## src/rtl/spi_xfer_sched_if.sv

```systemverilog
// Bundle of requester-side and spi_master-side signals of the SPI transfer scheduler.
// The master modport is the scheduler's view; slave is the view of its environment.
interface spi_xfer_sched_if #(
    parameter int DWIDTH = 8,
    parameter int NREQ   = 2,
    parameter int LENW   = 4
);
    logic [NREQ-1:0]        i_req;
    logic [NREQ*LENW-1:0]   i_req_len;
    logic [NREQ-1:0]        i_req_cpol;
    logic [NREQ-1:0]        i_req_cpha;
    logic [NREQ*DWIDTH-1:0] i_tx_data;
    logic [NREQ-1:0]        o_gnt;
    logic                   o_tx_rd;
    logic [DWIDTH-1:0]      o_rx_byte;
    logic                   o_rx_vld;
    logic                   o_done;
    logic                   o_err;
    logic                   o_busy;
    logic [DWIDTH-1:0]      o_m_tx_byte;
    logic                   o_m_tx_de;
    logic [DWIDTH-1:0]      i_m_rx_byte;
    logic                   i_m_rx_de;
    logic                   o_m_cpol;
    logic                   o_m_cpha;

    modport master (
        input  i_req, i_req_len, i_req_cpol, i_req_cpha, i_tx_data,
        input  i_m_rx_byte, i_m_rx_de,
        output o_gnt, o_tx_rd, o_rx_byte, o_rx_vld, o_done, o_err, o_busy,
        output o_m_tx_byte, o_m_tx_de, o_m_cpol, o_m_cpha
    );

    modport slave (
        output i_req, i_req_len, i_req_cpol, i_req_cpha, i_tx_data,
        output i_m_rx_byte, i_m_rx_de,
        input  o_gnt, o_tx_rd, o_rx_byte, o_rx_vld, o_done, o_err, o_busy,
        input  o_m_tx_byte, o_m_tx_de, o_m_cpol, o_m_cpha
    );
endinterface

```

## src/rtl/spi_xfer_sched.sv

```systemverilog
// Round-robin scheduler of multi-byte SPI bursts from NREQ requesters onto one spi_master,
// with per-burst clock mode, byte pacing, RX return and response timeout.
module spi_xfer_sched #(
    parameter int DWIDTH    = 8,
    parameter int NREQ      = 2,
    parameter int LENW      = 4,
    parameter int SETUP_CYC = 4,
    parameter int GAP_CYC   = 2,
    parameter int TO_CYC    = 1024
) (
    input  logic             i_clk,
    input  logic             rst_n,
    spi_xfer_sched_if.master bus
);
    localparam int IDXW       = (NREQ > 1) ? $clog2(NREQ) : 1;
    localparam int CMAX0      = (TO_CYC > SETUP_CYC) ? TO_CYC : SETUP_CYC;
    localparam int CMAX       = (CMAX0 > GAP_CYC) ? CMAX0 : GAP_CYC;
    localparam int CNTW       = $clog2(CMAX + 1);
    // The SEND cycle is the last idle cycle of the setup window, so SETUP itself runs SETUP_CYC-1 cycles.
    localparam int SETUP_LAST = (SETUP_CYC >= 2) ? SETUP_CYC - 2 : 0;
    localparam int GAP_LAST   = (GAP_CYC >= 1) ? GAP_CYC - 1 : 0;

    typedef enum logic [2:0] {
        ST_IDLE,
        ST_SETUP,
        ST_SEND,
        ST_WAIT,
        ST_GAP,
        ST_DONE
    } state_t;

    state_t              state_q, state_d;
    logic [NREQ-1:0]     gnt_q, gnt_d;
    logic [IDXW-1:0]     gidx_q, gidx_d;
    logic [IDXW-1:0]     ptr_q, ptr_d;
    logic [LENW-1:0]     rem_q, rem_d;
    logic [CNTW-1:0]     cnt_q, cnt_d;
    logic                cpol_q, cpol_d;
    logic                cpha_q, cpha_d;
    logic [DWIDTH-1:0]   tx_byte_q, tx_byte_d;
    logic                tx_de_q, tx_de_d;
    logic                tx_rd_q, tx_rd_d;
    logic [DWIDTH-1:0]   rx_byte_q, rx_byte_d;
    logic                rx_vld_q, rx_vld_d;
    logic                done_q, done_d;
    logic                err_q, err_d;
    logic                busy_q, busy_d;

    logic [LENW-1:0]     len_arr [NREQ];
    logic [DWIDTH-1:0]   tx_arr  [NREQ];
    logic                arb_found;
    logic [IDXW-1:0]     arb_idx;

    for (genvar gi = 0; gi < NREQ; gi++) begin : g_unpack
        assign len_arr[gi] = bus.i_req_len[gi*LENW +: LENW];
        assign tx_arr[gi]  = bus.i_tx_data[gi*DWIDTH +: DWIDTH];
    end

    // Walk the ring backwards from ptr so the lowest offset with a request wins last.
    always_comb begin
        int cand;
        arb_found = 1'b0;
        arb_idx   = '0;
        cand      = 0;
        for (int i = NREQ - 1; i >= 0; i--) begin
            cand = int'(ptr_q) + i;
            if (cand >= NREQ) begin
                cand = cand - NREQ;
            end
            if (bus.i_req[cand]) begin
                arb_found = 1'b1;
                arb_idx   = IDXW'(cand);
            end
        end
    end

    always_comb begin
        state_d   = state_q;
        gnt_d     = gnt_q;
        gidx_d    = gidx_q;
        ptr_d     = ptr_q;
        rem_d     = rem_q;
        cnt_d     = cnt_q;
        cpol_d    = cpol_q;
        cpha_d    = cpha_q;
        tx_byte_d = tx_byte_q;
        rx_byte_d = rx_byte_q;
        tx_de_d   = 1'b0;
        tx_rd_d   = 1'b0;
        rx_vld_d  = 1'b0;
        done_d    = 1'b0;
        err_d     = 1'b0;

        case (state_q)
            ST_IDLE: begin
                if (arb_found) begin
                    gnt_d  = NREQ'(1) << arb_idx;
                    gidx_d = arb_idx;
                    rem_d  = len_arr[arb_idx];
                    cpol_d = bus.i_req_cpol[arb_idx];
                    cpha_d = bus.i_req_cpha[arb_idx];
                    cnt_d  = '0;
                    if (len_arr[arb_idx] == '0) begin
                        state_d = ST_DONE;
                        done_d  = 1'b1;
                    end else if (SETUP_CYC <= 1) begin
                        state_d = ST_SEND;
                    end else begin
                        state_d = ST_SETUP;
                    end
                end
            end
            ST_SETUP: begin
                if (cnt_q == CNTW'(SETUP_LAST)) begin
                    cnt_d   = '0;
                    state_d = ST_SEND;
                end else begin
                    cnt_d = cnt_q + 1'b1;
                end
            end
            ST_SEND: begin
                tx_byte_d = tx_arr[gidx_q];
                tx_de_d   = 1'b1;
                tx_rd_d   = 1'b1;
                cnt_d     = '0;
                state_d   = ST_WAIT;
            end
            ST_WAIT: begin
                if (bus.i_m_rx_de) begin
                    rx_byte_d = bus.i_m_rx_byte;
                    rx_vld_d  = 1'b1;
                    rem_d     = rem_q - LENW'(1);
                    cnt_d     = '0;
                    if (rem_q == LENW'(1)) begin
                        state_d = ST_DONE;
                        done_d  = 1'b1;
                    end else if (GAP_CYC == 0) begin
                        state_d = ST_SEND;
                    end else begin
                        state_d = ST_GAP;
                    end
                end else if (cnt_q == CNTW'(TO_CYC - 1)) begin
                    // No response from the master: abort and drop what is left of the burst.
                    rem_d   = '0;
                    cnt_d   = '0;
                    state_d = ST_DONE;
                    done_d  = 1'b1;
                    err_d   = 1'b1;
                end else begin
                    cnt_d = cnt_q + 1'b1;
                end
            end
            ST_GAP: begin
                if (cnt_q == CNTW'(GAP_LAST)) begin
                    cnt_d   = '0;
                    state_d = ST_SEND;
                end else begin
                    cnt_d = cnt_q + 1'b1;
                end
            end
            ST_DONE: begin
                gnt_d   = '0;
                ptr_d   = (gidx_q == IDXW'(NREQ - 1)) ? '0 : gidx_q + 1'b1;
                state_d = ST_IDLE;
            end
            default: begin
                state_d = ST_IDLE;
            end
        endcase

        busy_d = (state_d != ST_IDLE);
    end

    always_ff @(posedge i_clk) begin
        if (!rst_n) begin
            state_q   <= ST_IDLE;
            gnt_q     <= '0;
            gidx_q    <= '0;
            ptr_q     <= '0;
            rem_q     <= '0;
            cnt_q     <= '0;
            cpol_q    <= 1'b0;
            cpha_q    <= 1'b0;
            tx_byte_q <= '0;
            tx_de_q   <= 1'b0;
            tx_rd_q   <= 1'b0;
            rx_byte_q <= '0;
            rx_vld_q  <= 1'b0;
            done_q    <= 1'b0;
            err_q     <= 1'b0;
            busy_q    <= 1'b0;
        end else begin
            state_q   <= state_d;
            gnt_q     <= gnt_d;
            gidx_q    <= gidx_d;
            ptr_q     <= ptr_d;
            rem_q     <= rem_d;
            cnt_q     <= cnt_d;
            cpol_q    <= cpol_d;
            cpha_q    <= cpha_d;
            tx_byte_q <= tx_byte_d;
            tx_de_q   <= tx_de_d;
            tx_rd_q   <= tx_rd_d;
            rx_byte_q <= rx_byte_d;
            rx_vld_q  <= rx_vld_d;
            done_q    <= done_d;
            err_q     <= err_d;
            busy_q    <= busy_d;
        end
    end

    assign bus.o_gnt       = gnt_q;
    assign bus.o_tx_rd     = tx_rd_q;
    assign bus.o_rx_byte   = rx_byte_q;
    assign bus.o_rx_vld    = rx_vld_q;
    assign bus.o_done      = done_q;
    assign bus.o_err       = err_q;
    assign bus.o_busy      = busy_q;
    assign bus.o_m_tx_byte = tx_byte_q;
    assign bus.o_m_tx_de   = tx_de_q;
    assign bus.o_m_cpol    = cpol_q;
    assign bus.o_m_cpha    = cpha_q;
endmodule

```

## src/flat_wrapper.sv

```systemverilog
// flat-port wrapper written by rule: the top's interface ports become plain ports
module spi_xfer_sched_flat 
#(
    parameter int DWIDTH    = 8,
    parameter int NREQ      = 2,
    parameter int LENW      = 4,
    parameter int SETUP_CYC = 4,
    parameter int GAP_CYC   = 2,
    parameter int TO_CYC    = 1024
)
  (i_clk, rst_n, bus_i_req, bus_i_req_len, bus_i_req_cpol, bus_i_req_cpha, bus_i_tx_data, bus_i_m_rx_byte, bus_i_m_rx_de, bus_o_gnt, bus_o_tx_rd, bus_o_rx_byte, bus_o_rx_vld, bus_o_done, bus_o_err, bus_o_busy, bus_o_m_tx_byte, bus_o_m_tx_de, bus_o_m_cpol, bus_o_m_cpha);
  spi_xfer_sched_if #(.DWIDTH(DWIDTH), .NREQ(NREQ), .LENW(LENW)) bus_i ();
  input  logic i_clk;
  input  logic rst_n;
  input wire logic [$bits(bus_i.i_req)-1:0] bus_i_req;
  input wire logic [$bits(bus_i.i_req_len)-1:0] bus_i_req_len;
  input wire logic [$bits(bus_i.i_req_cpol)-1:0] bus_i_req_cpol;
  input wire logic [$bits(bus_i.i_req_cpha)-1:0] bus_i_req_cpha;
  input wire logic [$bits(bus_i.i_tx_data)-1:0] bus_i_tx_data;
  input wire logic [$bits(bus_i.i_m_rx_byte)-1:0] bus_i_m_rx_byte;
  input wire logic [$bits(bus_i.i_m_rx_de)-1:0] bus_i_m_rx_de;
  output wire logic [$bits(bus_i.o_gnt)-1:0] bus_o_gnt;
  output wire logic [$bits(bus_i.o_tx_rd)-1:0] bus_o_tx_rd;
  output wire logic [$bits(bus_i.o_rx_byte)-1:0] bus_o_rx_byte;
  output wire logic [$bits(bus_i.o_rx_vld)-1:0] bus_o_rx_vld;
  output wire logic [$bits(bus_i.o_done)-1:0] bus_o_done;
  output wire logic [$bits(bus_i.o_err)-1:0] bus_o_err;
  output wire logic [$bits(bus_i.o_busy)-1:0] bus_o_busy;
  output wire logic [$bits(bus_i.o_m_tx_byte)-1:0] bus_o_m_tx_byte;
  output wire logic [$bits(bus_i.o_m_tx_de)-1:0] bus_o_m_tx_de;
  output wire logic [$bits(bus_i.o_m_cpol)-1:0] bus_o_m_cpol;
  output wire logic [$bits(bus_i.o_m_cpha)-1:0] bus_o_m_cpha;
  assign bus_i.i_req = bus_i_req;
  assign bus_i.i_req_len = bus_i_req_len;
  assign bus_i.i_req_cpol = bus_i_req_cpol;
  assign bus_i.i_req_cpha = bus_i_req_cpha;
  assign bus_i.i_tx_data = bus_i_tx_data;
  assign bus_i.i_m_rx_byte = bus_i_m_rx_byte;
  assign bus_i.i_m_rx_de = bus_i_m_rx_de;
  assign bus_o_gnt = bus_i.o_gnt;
  assign bus_o_tx_rd = bus_i.o_tx_rd;
  assign bus_o_rx_byte = bus_i.o_rx_byte;
  assign bus_o_rx_vld = bus_i.o_rx_vld;
  assign bus_o_done = bus_i.o_done;
  assign bus_o_err = bus_i.o_err;
  assign bus_o_busy = bus_i.o_busy;
  assign bus_o_m_tx_byte = bus_i.o_m_tx_byte;
  assign bus_o_m_tx_de = bus_i.o_m_tx_de;
  assign bus_o_m_cpol = bus_i.o_m_cpol;
  assign bus_o_m_cpha = bus_i.o_m_cpha;
  spi_xfer_sched #(.DWIDTH(DWIDTH), .NREQ(NREQ), .LENW(LENW), .SETUP_CYC(SETUP_CYC), .GAP_CYC(GAP_CYC), .TO_CYC(TO_CYC)) u_core (.i_clk(i_clk), .rst_n(rst_n), .bus(bus_i));
endmodule
```

## config.mk

```make
export PLATFORM = sky130hd
export DESIGN_NAME = spi_xfer_sched_flat
export DESIGN_NICKNAME = d
export VERILOG_FILES = /design/src/rtl/spi_xfer_sched_if.sv /design/src/rtl/spi_xfer_sched.sv /design/src/flat_wrapper.sv
export SDC_FILE = /design/constraint.sdc
export NUM_CORES = 1
export LEC_CHECK = 0
export BUFFER_PORTS_ARGS = -buffer_cell sky130_fd_sc_hd__buf_2
export CAP_MARGIN = 25
export CORE_UTILIZATION = 47
export DETAILED_ROUTE_END_ITERATION = 10
export PLACE_DENSITY_LB_ADDON = 0.2
export RECOVER_POWER = 100
export SLEW_MARGIN = 20
export SYNTH_ARGS = -nofsm -noshare
export SYNTH_HDL_FRONTEND = slang
export SYNTH_SLANG_ARGS = --single-unit
```

## constraint.sdc

```tcl
create_clock -name i_clk -period 3.1 [get_ports i_clk]
set_clock_uncertainty 0.15 [all_clocks]
set_input_delay 0.31 -clock i_clk [delete_from_list [all_inputs] [get_ports i_clk]]
set_output_delay 0.31 -clock i_clk [all_outputs]
set_load 0.005 [all_outputs]
```

; Yosys cells after proc, flatten, opt, wreduce, memory -nomap -nowiden
; Cells that the tools add are included.
[classes]
add_sub_neg = 6
multipliers = 0
n_div = 0
n_lt_le_gt_ge = 7
n_eq_ne = 11
n_shift = 1
mux = 51
bitwise = 4
reduce_logical = 13
[op_table]
columns = op, n
row1 = "less-than comparator 32 x 3 -> 1 bit, second input constant", 2
row2 = 2-to-1 mux 32 bit, 2
row3 = 2-to-1 mux 11 bit, 5
row4 = case mux 11 bit (5 select lines), 1
row5 = ">= comparator 32 x 3 -> 1 bit, second input constant", 1
row6 = "subtractor 32 x 3 -> 32 bit, second input constant", 1
row7 = 2-to-1 mux 4 bit, 6
row8 = 2-to-1 mux 8 bit, 3
row9 = 2-to-1 mux 1 bit, 23
row10 = 2-to-1 mux 3 bit, 6
row11 = case mux 3 bit (5 select lines), 1
row12 = "adder 11 x 1 -> 11 bit, second input constant", 1
row13 = "equality test 11 x 1 -> 1 bit, second input constant", 1
row14 = "equality test 11 x 10 -> 1 bit, second input constant", 1
row15 = "equality test 11 x 2 -> 1 bit, second input constant", 1
row16 = AND reduction 2 bit, 5
row17 = case mux 4 bit (2 select lines), 1
row18 = "equality test 3 x 2 -> 1 bit, second input constant", 2
row19 = "equality test 3 bit, second input constant", 2
row20 = nonzero test 5 bit, 1
row21 = "equality test 4 x 1 -> 1 bit, second input constant", 1
row22 = ">= comparator 2 bit, second input constant", 2
row23 = logical NOT 4 bit, 1
row24 = inverter 1 -> 2 bit, 2
row25 = other kinds (19), 21
[word_totals]
ff_bits = 45
latch_bits = 0
ramBits = 0
rom_bits = 0
inputBits = 41
elab_cells = 108
mem_count = 0

; Longest topological paths before layout
; Gate-level depths: netlist of run 1.
[depth]
word_depth = 17
mapped_depth = 8

; Worst setup path after synthesis of run 1
; Ideal clock, no wire load.
[synth_path]
path_type = reg2reg
start = register u_core.cnt_q[8]
end = register u_core.cnt_q[6]
arrival_time_ns = 1.737
t_required_ns = 2.823
slack_ns = 1.087
stages_incl_launch_ff = 6
n_path_buf = 0
synth_period_minus_slack_ns = 2.013
path_cell_list = dfxtp_1 or4_4 nor4_4 o2111ai_1 a221oi_1 o22ai_1
[synth_between]
elab_chain_cells = 4
elab_cells_between_ends = 8
classes_between = 3 x eq/ne / 5 x mux
[synth_rtl]
columns = element, line_no
row1 = from (decl), spi_xfer_sched.sv:37  ; logic [CNTW-1:0] cnt_q, cnt_d;
row2 = from (signal assigned), spi_xfer_sched.sv:198  ; cnt_q <= cnt_d;
row3 = equality test 11 x 10 -> 1 bit, spi_xfer_sched.sv:142  ; end else if (cnt_q == CNTW'(TO_CYC - 1)) begin
row4 = 2-to-1 mux 11 bit, spi_xfer_sched.sv:142
row5 = 2-to-1 mux 11 bit, spi_xfer_sched.sv:129  ; if (bus.i_m_rx_de) begin
row6 = case mux 11 bit (5 select lines) (*), spi_xfer_sched.sv:94  ; case (state_q)
; Mark *: on every way between the ends. The rest lies on a longest branch, timed or not.
; A chain may end at the register's enable or synchronous reset.

; Worst setup path after layout of run 1
[layout_path]
start = register u_core.cnt_q[8]
end = register u_core.cnt_q[7]
; The elaborated chain is that of the path after synthesis.

==> impl_results.md, run 1 <==
* Avg WL per Cell at 13.6 µm
* Hold Path End: u_core.bus.o_rx_byte[3]
* Status: complete, but fails checks
* Synth unique cells at 54
* Period utilization at 0.843
* CTS tree: done
* Failing checks: design-rule violations
* Final nets at 385
* Worst Setup End Kind: flip-flop
* Number of synthesized register bits at 45
* Synth Net Count at 322
* Chip Width at 71.2 µm
* Design Power at 1150 µW
* VDD IR max at 0.303 mV
* Final wirelength at 5.35 mm
* TritonCTS Buffers at 5
* Antenna cells at 0
* Asr flop ratio synth at 0
* Fin util at 0.597
* P_int at 828 µW
* Final Critical Period at 2.61 ns
* Comb pwr share at 0.136
* Post-synthesis cell area at 0.00225 mm²
* GP Congestion at 0.933
* PortBufs at 66
* Net Switching at 323 µW
* CTS Buffer Depth at 2
* Htree depth at 2
* Max Fclk at 383 MHz
* Fill count at 432
* TritonRoute pass-1 iters at 7
* IO Pins at 67
* First-pass GRT wire length at 8.83 mm
* Synth top area cells: dfxtp_1 40%, nand2_1 6.7%, a21oi_1 5.6%
* Ys Warns at 0
* Setup_tns at 0 ns
* Leakage power at 0.00108 µW
* Vert. Die Dim at 71.2 µm
* Post-cts resize count at 0
* Setup crit start kind: flip-flop
* Area leader, netlist: dfxtp_1
* Crit Reg-Reg Startpoint: u_core.cnt_q[8]
* Std cell rows at 24
* Clock network fraction of design power at 0.329
* Vias in the first global route at 2031
* DRT antenna net count at 0
* Post-synth top flop: dfxtp_1
* Reg2reg setup slack at 0.49 ns
* Met1 Use GR at 0.281
* FF-to-FF path depth at 5
* Setup bufs post-CTS at 0
* Sw frac at 0.281
* Crit path DAT at 2.65 ns
* Number of hold buffers added after CTS at 0
* Vias per cell at 5.63
* Hold_sp: bus_i_m_rx_byte[3]
* Initial core utilization at 0.504
* Critical path type: flip-flop to flip-flop
* Worst min path class: primary input to flip-flop
* Worst-Skew Late Latency at 0.30 ns
* CTS clk-pin slew, worst paths at 0.10 ns
* Layout area overhead at 18.5%
* Initial DRC Count at 85
* Sequential power share at 0.535
* Yosys top cell area share at 0.400
* # Max-Cap Violations at 0
* Sink Count at 45
* DRC at 5
* Met3 Use GR at 0.0408
* Sequential-to-total area share from yosys stat at 0.400
* Worst setup path start: u_core.cnt_q[8]
* Area of the core at 0.00447 mm²
* RSZ-0062 raised after global routing: false
* Worst r2r dst: u_core.cnt_q[7]
* Slew Viols, Final at 0
* Worst slew margin at 0.290
* Avg Inst Size Synth at 8.16 µm²
* Post-synth EDFFs at 0
* Detail Placement HPWL at 3.86 mm
* Met2 usage at 0.363
* Vias at 2208
* Largest net degree at the start of global routing at 36
* Worst Path Required at 3.14 ns
* Initial antenna violation count at 0
* Mapped Cells at 276
* Final Setup Violations at 0
* Power Density at 431 mW/mm²
* Root buffer cell: clkbuf_8
* Die area at 0.00508 mm²
* Hold depth at 3
* Worst-Margin Slew at 1.06 ns
* Layout cells sized above 1 at 0.203
* Total Routing Usage GR at 0.217
* GRT busiest layer: met2
* Max FO, Critical Path at 8
* Final Hold Vio Count at 0
* GRT overflow at 0
power groups by stage:
stage / sequential, µW / clock [µW] / combinational [µW]
floorplan: 621 / 0 / 107
global placement: 628 / 0 / 156
detailed placement: 629 / 0 / 157
CTS: 615 / 387 / 158
global route: 619 / 410 / 175
finish: 616 / 379 / 156
through the flow:
step | instances | area (µm²) | worst slack (ns) | hold WS, ns
finish | 392 | 2670 | 0.486 | 0.0803
global route | 392 | 2670 | 0.318 | 0.0804
global placement | 384 | 2620 | 0.895 | 0.289
CTS | 392 | 2710 | 0.827 | 0.0756
detailed placement | 384 | 2620 | 0.842 | 0.293
floorplan | 276 | 2250 | 1.09 | 0.296
state kept, by name, indices dropped and copies added, names as in the netlist, 2 cells and up:
| name | count |
|---|---|
| u_core.rem_q | 4 |
| u_core.state_q | 3 |
| u_core.cnt_q | 11 |
| u_core.bus.o_rx_byte | 8 |
| u_core.bus.o_m_tx_byte | 8 |
| u_core.bus.o_gnt | 2 |
how the worst max path moves through the flow:
stage                            to  slack [ns]  cells after the start
finish              u_core.cnt_q[7]        0.49                      5
global route        u_core.cnt_q[7]        0.32                      5
CTS                 u_core.rem_q[0]        0.83                      5
detailed placement  u_core.rem_q[0]        0.84                      5
global placement    u_core.rem_q[0]        0.90                      5
floorplan           u_core.cnt_q[6]        1.09                      5
worst max-delay path: stages (launching register included):
cell,delay (ns)
dfxtp_1,0.37
or4_4,0.52
nor4_1,0.66
a221oi_1,0.40
nor3_2,0.33
nor3_1,0.08
kinds of logic after synthesis:
kind of cell | after synthesis | share of synthesized area
adder cells (fa/ha/maj) | 5 | 0.0278
AO/OA/AOI/OAI | 72 | 0.219
multiplexers | 10 | 0.0444
AND/OR/NAND/NOR | 117 | 0.255
XOR/XNOR | 3 | 0.0117
flip-flops | 45 | 0.400
buffers and inverters | 24 | 0.0416
synthesized netlist by cell type, types with 4 or more instances:
cell and number:
nor2_1 29, clkbuf_1 12, dfxtp_1 45, o22ai_1 7, nand2b_1 4, inv_1 10
ha_1 5, nand3_1 8, a211oi_1 12, nand2_1 40, mux2i_1 10, a21oi_1 25
nor3_1 9
layer usage:
| metal | up-vias | wire, µm |
|---|---|---|
| met5 | - | 0 |
| met4 | 0 | 38 |
| met3 | 4 | 293 |
| met2 | 73 | 2450 |
| met1 | 1005 | 2570 |
| li1 | 1126 | - |
cell type report:
class                   count  area, µm²  share of cell area
clock buffers               5       68.8              0.0258
clock inverters             3       25.0             0.00937
inverters                  11       41.3              0.0155
well taps                  52       65.1              0.0244
repair buffers             69        333               0.125
flip-flops and latches     45        901               0.337
multi-input cells         207       1240               0.463
placed cells by master (no fill, tap or decap), types with 3 or more instances in the layout:
master / count
a21oi_1: 25
nor3_1: 9
dfxtp_1: 45
o22ai_1: 7
nand2b_1: 4
buf_2: 56
ha_1: 5
a211oi_1: 12
clkbuf_8: 5
nand3_1: 8
nor4_1: 3
inv_1: 10
mux2i_1: 10
nand4_1: 3
and2_1: 3
a311oi_1: 3
nand2_1: 40
or3_1: 3
nor2_1: 29
clkbuf_1: 12
Power figures use the tool's default switching activity.
==> inputs of run 2 (changes only) <==
Settings changed: ABC_AREA set to 1.
Clock period 3.1 ns to 2.6 ns, I/O delays scaled along.
==> run 2 against run 1 <==
  * The run now ends clean
  * Sequential power grew 20%
  * First-iteration DRC count grew 73%
  * Final cell count grew 27%
  * Die area grew 4.2%
  * Critical path depth grew 3
==> impl_results.md, run 2 <==
* Area leader, netlist: dfxtp_1
* Number of synthesized register bits at 45
* Fin cells at 497
* Hold_sp: bus_i_m_rx_byte[1]
* Worst Path Required at 2.64 ns
* PortBufs at 66
* Final Critical Period at 2.08 ns
* Placed cells at 489
* Area of the core at 0.00475 mm²
* Final nets at 475
* Die area at 0.00529 mm²
* CTS Buffer Depth at 2
* Vias in the first global route at 1954
* Setup crit start kind: flip-flop
* Max FO, Critical Path at 6
* Final Hold Vio Count at 0
* Setup_tns at 0 ns
* Avg WL per Cell at 10.4 µm
* Leakage power at 0.00136 µW
* Max Fclk at 481 MHz
* Dpl ws at 0.774 ns
* DRC at 0
* Yosys top cell area share at 0.383
* Post-synth EDFFs at 0
* Top reg by flops: u_core.cnt_q
* Initial DRC Count at 147
* Period utilization at 0.800
* IO Pins at 67
* Chip Width at 72.7 µm
* Synth top area cells: dfxtp_1 38%, nand2_1 16%, nor2_1 9.1%
* Post-synthesis cell area at 0.00235 mm²
* Status: complete, no violations
* TritonRoute pass-1 iters at 4
* Max reg flops at 11
* Antenna cells at 0
* DRT antenna net count at 0
* Most common cell after layout, fill and taps aside: nand2_1
* Critical path type: flip-flop to flip-flop
* GP Congestion at 0.902
* Crit path DAT at 2.12 ns
* Initial core utilization at 0.494
* Fill count at 506
* First-pass GRT wire length at 8.58 mm
* Slew Viols, Final at 0
* Final setup margin at 0.520 ns
* Vert. Die Dim at 72.7 µm
* Design Power at 1400 µW
* CTS tree: done
* Vias per cell at 4.76
* Final wirelength at 5.18 mm
* Mapped Cells at 366
* Worst min path class: primary input to flip-flop
* CTS clk-pin slew, worst paths at 0.08 ns
* Root buffer cell: clkbuf_8
* TritonCTS Buffers at 5
* Synth unique cells at 30
* Final Setup Violations at 0
* Total Routing Usage GR at 0.208
* Most instantiated library cell after synthesis: nand2_1
* Power Density at 504 mW/mm²
* Post-synth top cells: 99 x nand2_1, 57 x nor2_1, 45 x dfxtp_1
* Htree depth at 2
* Worst slew margin at 0.410
* Most frequent cells in the layout: 100 x nand2_1, 59 x nor2_1, 57 x buf_2
* Ys Warns at 0
* # Max-Cap Violations at 0
* Post-cts resize count at 0
* Std cell rows at 25
* Synth Net Count at 412
* Sink Count at 45
* Initial antenna violation count at 0
* Avg Inst Size Synth at 6.42 µm²
* Detail Placement HPWL at 3.89 mm
* Worst Setup End Kind: flip-flop
* GRT overflow at 0
* VDD IR max at 0.343 mV
* Layout cells sized above 1 at 0.172
* Post-synth top flop: dfxtp_1
* Setup bufs post-CTS at 0
* Crit Reg-Reg Startpoint: u_core.cnt_q[0]
* Largest net degree at the start of global routing at 33
* Worst-Skew Late Latency at 0.30 ns
* Vias at 2366
* Worst setup path start: u_core.cnt_q[0]
* Asr flop ratio synth at 0
* Worst-Margin Slew at 0.875 ns
* Number of hold buffers added after CTS at 0
* Layout area overhead at 18.4%
* Sequential-to-total area share from yosys stat at 0.383
* RSZ-0062 raised after global routing: false
[run 2: layout make-up]
| type | count | area, µm² | share of cell area |
|---|---|---|---|
| clock buffer | 6 | 82.6 | 0.0297 |
| clock inverter | 2 | 13.8 | 0.00495 |
| inverter | 50 | 188 | 0.0674 |
| multi-input combinational | 260 | 1190 | 0.427 |
| sequential | 45 | 901 | 0.324 |
| tap | 67 | 83.8 | 0.0301 |
| timing repair buffer | 67 | 327 | 0.117 |
[run 2: worst max-delay path, stage by stage (launching register included)]
cell     delay, ns
dfxtp_1       0.41
ha_1          0.25
nand2_1       0.09
nor2_1        0.22
nand3_1       0.12
nand2_1       0.16
nand3_1       0.27
nor2_2        0.24
nor2_1        0.07
[run 2: worst paths after layout]
kind | endpoint | slack [ns] | cells after the start
worst max-delay path | u_core.cnt_q[8] | 0.52 | 8
worst min-delay path | u_core.bus.o_rx_byte[1] | 0.03 | 3
worst max register to register | u_core.cnt_q[8] | 0.52 | 8
worst min register to register | u_core.bus.o_m_tx_byte[4] | 0.29 | 2
[run 2: metrics by stage]
stage               utilization  cell area [µm²]  hold slack [ns]
finish                    0.585             2780           0.0339
CTS                       0.592             2820           0.0262
global route              0.585             2780           0.0303
floorplan                     -             2350            0.188
global placement          0.572             2720            0.279
detailed placement        0.572             2720            0.281
[run 2: per-layer routing]
metal | GRT usage | vias up | share of wire
li1 | - | 1277 | -
met1 | 0.281 | 1038 | 0.49
met2 | 0.332 | 46 | 0.46
met3 | 0.0414 | 5 | 0.046
met4 | 0.0675 | 0 | 0.010
met5 | 0 | - | 0
[run 2: logic make-up (layout without fill, tap and decap cells)]
family | count (synthesis) | count (layout) | share of synthesized area
AO/OA/AOI/OAI | 56 | 56 | 0.130
XOR/XNOR | 2 | 2 | 0.00745
AND/OR/NAND/NOR | 197 | 197 | 0.350
buffers and inverters | 61 | 125 | 0.103
adder cells (fa/ha/maj) | 5 | 5 | 0.0266
flip-flops | 45 | 45 | 0.383
[run 2: power breakdown]
part / switching (µW) / internal (µW) / total (µW)
clock: 234 / 215 / 449
combinational: 130 / 84.7 / 215
sequential: 20.5 / 717 / 737
==> inputs of run 3 (changes only) <==
Clock period 2.6 ns to 1.8 ns, I/O delays scaled along.
==> run 3 against run 2 <==
  * Via count is 4.7% higher
  * Clock power is 35% higher
  * Sequential cell count stayed put
  * Total power is 44% higher
  * Design area is 6.0% higher
  * Final cell count is 3.6% higher
  * Die area stayed put
  * Global-route usage is 0.93 points higher
==> impl_results.md, run 3 (synthesis results as in run 2) <==
* Top reg by flops: u_core.cnt_q
* Worst min path class: primary input to flip-flop
* Hold depth at 3
* Worst Path Required at 1.84 ns
* TritonCTS Buffers at 5
* Initial core utilization at 0.494
* Setup crit start kind: flip-flop
* Hold_sp: bus_i_req_cpol[0]
* Hold Slack at 0.0122 ns
* Worst-Skew Late Latency at 0.29 ns
* PortBufs at 66
* Max FO, Critical Path at 6
* Vias per cell at 4.81
* RSZ-0062 raised after global routing: false
* Crit Reg-Reg Startpoint: u_core.cnt_q[1]
* Total Routing Usage GR at 0.217
* Sink Count at 45
* Initial DRC Count at 138
* Avg WL per Cell at 10.6 µm
* Hold Path End: u_core.bus.o_m_cpol
* # Max-Cap Violations at 0
* Worst Setup End Kind: flip-flop
* TritonRoute pass-1 iters at 4
* Critical path type: flip-flop to flip-flop
* First-pass GRT wire length at 9.09 mm
* Vias at 2478
* Root buffer cell: clkbuf_8
* Detail Placement HPWL at 4.03 mm
* Htree depth at 2
* Largest net degree at the start of global routing at 19
* Setup_tns at 0 ns
* IO Pins at 67
* Final Critical Period at 1.67 ns
* DRC at 0
* GRT overflow at 0
* Crit path DAT at 1.72 ns
* Period utilization at 0.929
* Vias in the first global route at 2150
* Final Hold Vio Count at 0
* Status: complete, no violations
* GP Congestion at 0.881
* Most common cell after layout, fill and taps aside: nand2_1
* FF-to-FF path depth at 8
* CTS clk-pin slew, worst paths at 0.08 ns
* Area of the core at 0.00475 mm²
* Max reg flops at 11
* Slew Viols, Final at 0
* Setup bufs post-CTS at 0
* Final wirelength at 5.48 mm
* Final nets at 493
* Most frequent cells in the layout: 98 x nand2_1, 57 x nor2_1, 55 x buf_2
* Power Density at 685 mW/mm²
* Antenna cells at 0
* Reg2reg setup slack at 0.13 ns
* Max Fclk at 598 MHz
* Worst-Margin Slew at 0.511 ns
* Final Setup Violations at 0
* Worst r2r dst: u_core.cnt_q[9]
* Std cell rows at 25
* Chip Width at 72.7 µm
* VDD IR max at 0.526 mV
* Initial antenna violation count at 0
* Leakage power at 0.00142 µW
* Fill count at 471
* Layout area overhead at 25.4%
* Worst slew margin at 0.659
* CTS tree: done
* CTS Buffer Depth at 2
* DRT antenna net count at 0
* Vert. Die Dim at 72.7 µm
* Layout cells sized above 1 at 0.185
* Die area at 0.00529 mm²
## run 3: cell types whose count changed in the layout (fill, tap and decap cells not counted), sizes merged
cell	delta
clkinvlp	+1
inv	+1
buf	+4
dlygate4sd3	+11
clkbuf	+4
clkinv	-3
## run 3: area by class of cell
class	count	area, µm²	area share
Clock inverter	1	7.51	0.00255
Tap cell	67	83.8	0.0284
Timing Repair Buffer	85	479	0.162
Sequential cell	45	902	0.306
Multi-Input combinational cell	260	1210	0.411
Inverter	50	188	0.0636
Clock buffer	7	76.3	0.0259
## run 3: power by group
group | switching, µW | internal (µW)
clock network | 330 | 275
logic | 200 | 149
registers | 31.2 | 1040
total | 562 | 1460
## run 3: through the flow
stage	total power [µW]	std cells	utilization	setup slack (ns)	cell area (µm²)
2_1_floorplan	1300	366	-	0.215	2350
3_3_place_gp	1410	496	0.583	0.184	2770
3_5_place_dp	1420	496	0.583	0.109	2770
4_1_cts	2050	515	0.624	0.0762	2970
5_1_grt	2140	515	0.620	0.00688	2950
6_report	2020	515	0.620	0.128	2950
## run 3: per-layer routing
layer  global-route usage  share of wire
met2                0.372           0.48
met5                    0              0
met1                0.268           0.47
met4               0.0741          0.012
met3               0.0483          0.039
## run 3: how the worst max path moves through the flow
stage / start / to / slack [ns]
after global placement: u_core.cnt_q[0] / u_core.cnt_q[9] / 0.18
after CTS: u_core.cnt_q[0] / u_core.cnt_q[9] / 0.08
final: u_core.cnt_q[1] / u_core.cnt_q[9] / 0.13
after floorplan: u_core.cnt_q[0] / u_core.cnt_q[5] / 0.22
after detailed placement: u_core.cnt_q[0] / u_core.cnt_q[9] / 0.11
after global routing: u_core.cnt_q[1] / u_core.rem_q[3] / 0.007
## run 3: repair_timing
action	4_1_cts	5_1_grt
hold endpoints to repair	11	0
hold buffers	11	0
gates resized for setup	0	3
setup endpoints to repair	0	7
## run 3: critical path, cell delays in order, from the launching register on
cell and delay [ns]:
dfxtp_1 0.41, ha_1 0.20, nand2_1 0.07, nor2_2 0.14
nand3_1 0.12, nand2_2 0.09, nand3_2 0.17, nor2_4 0.16
nor2_1 0.06
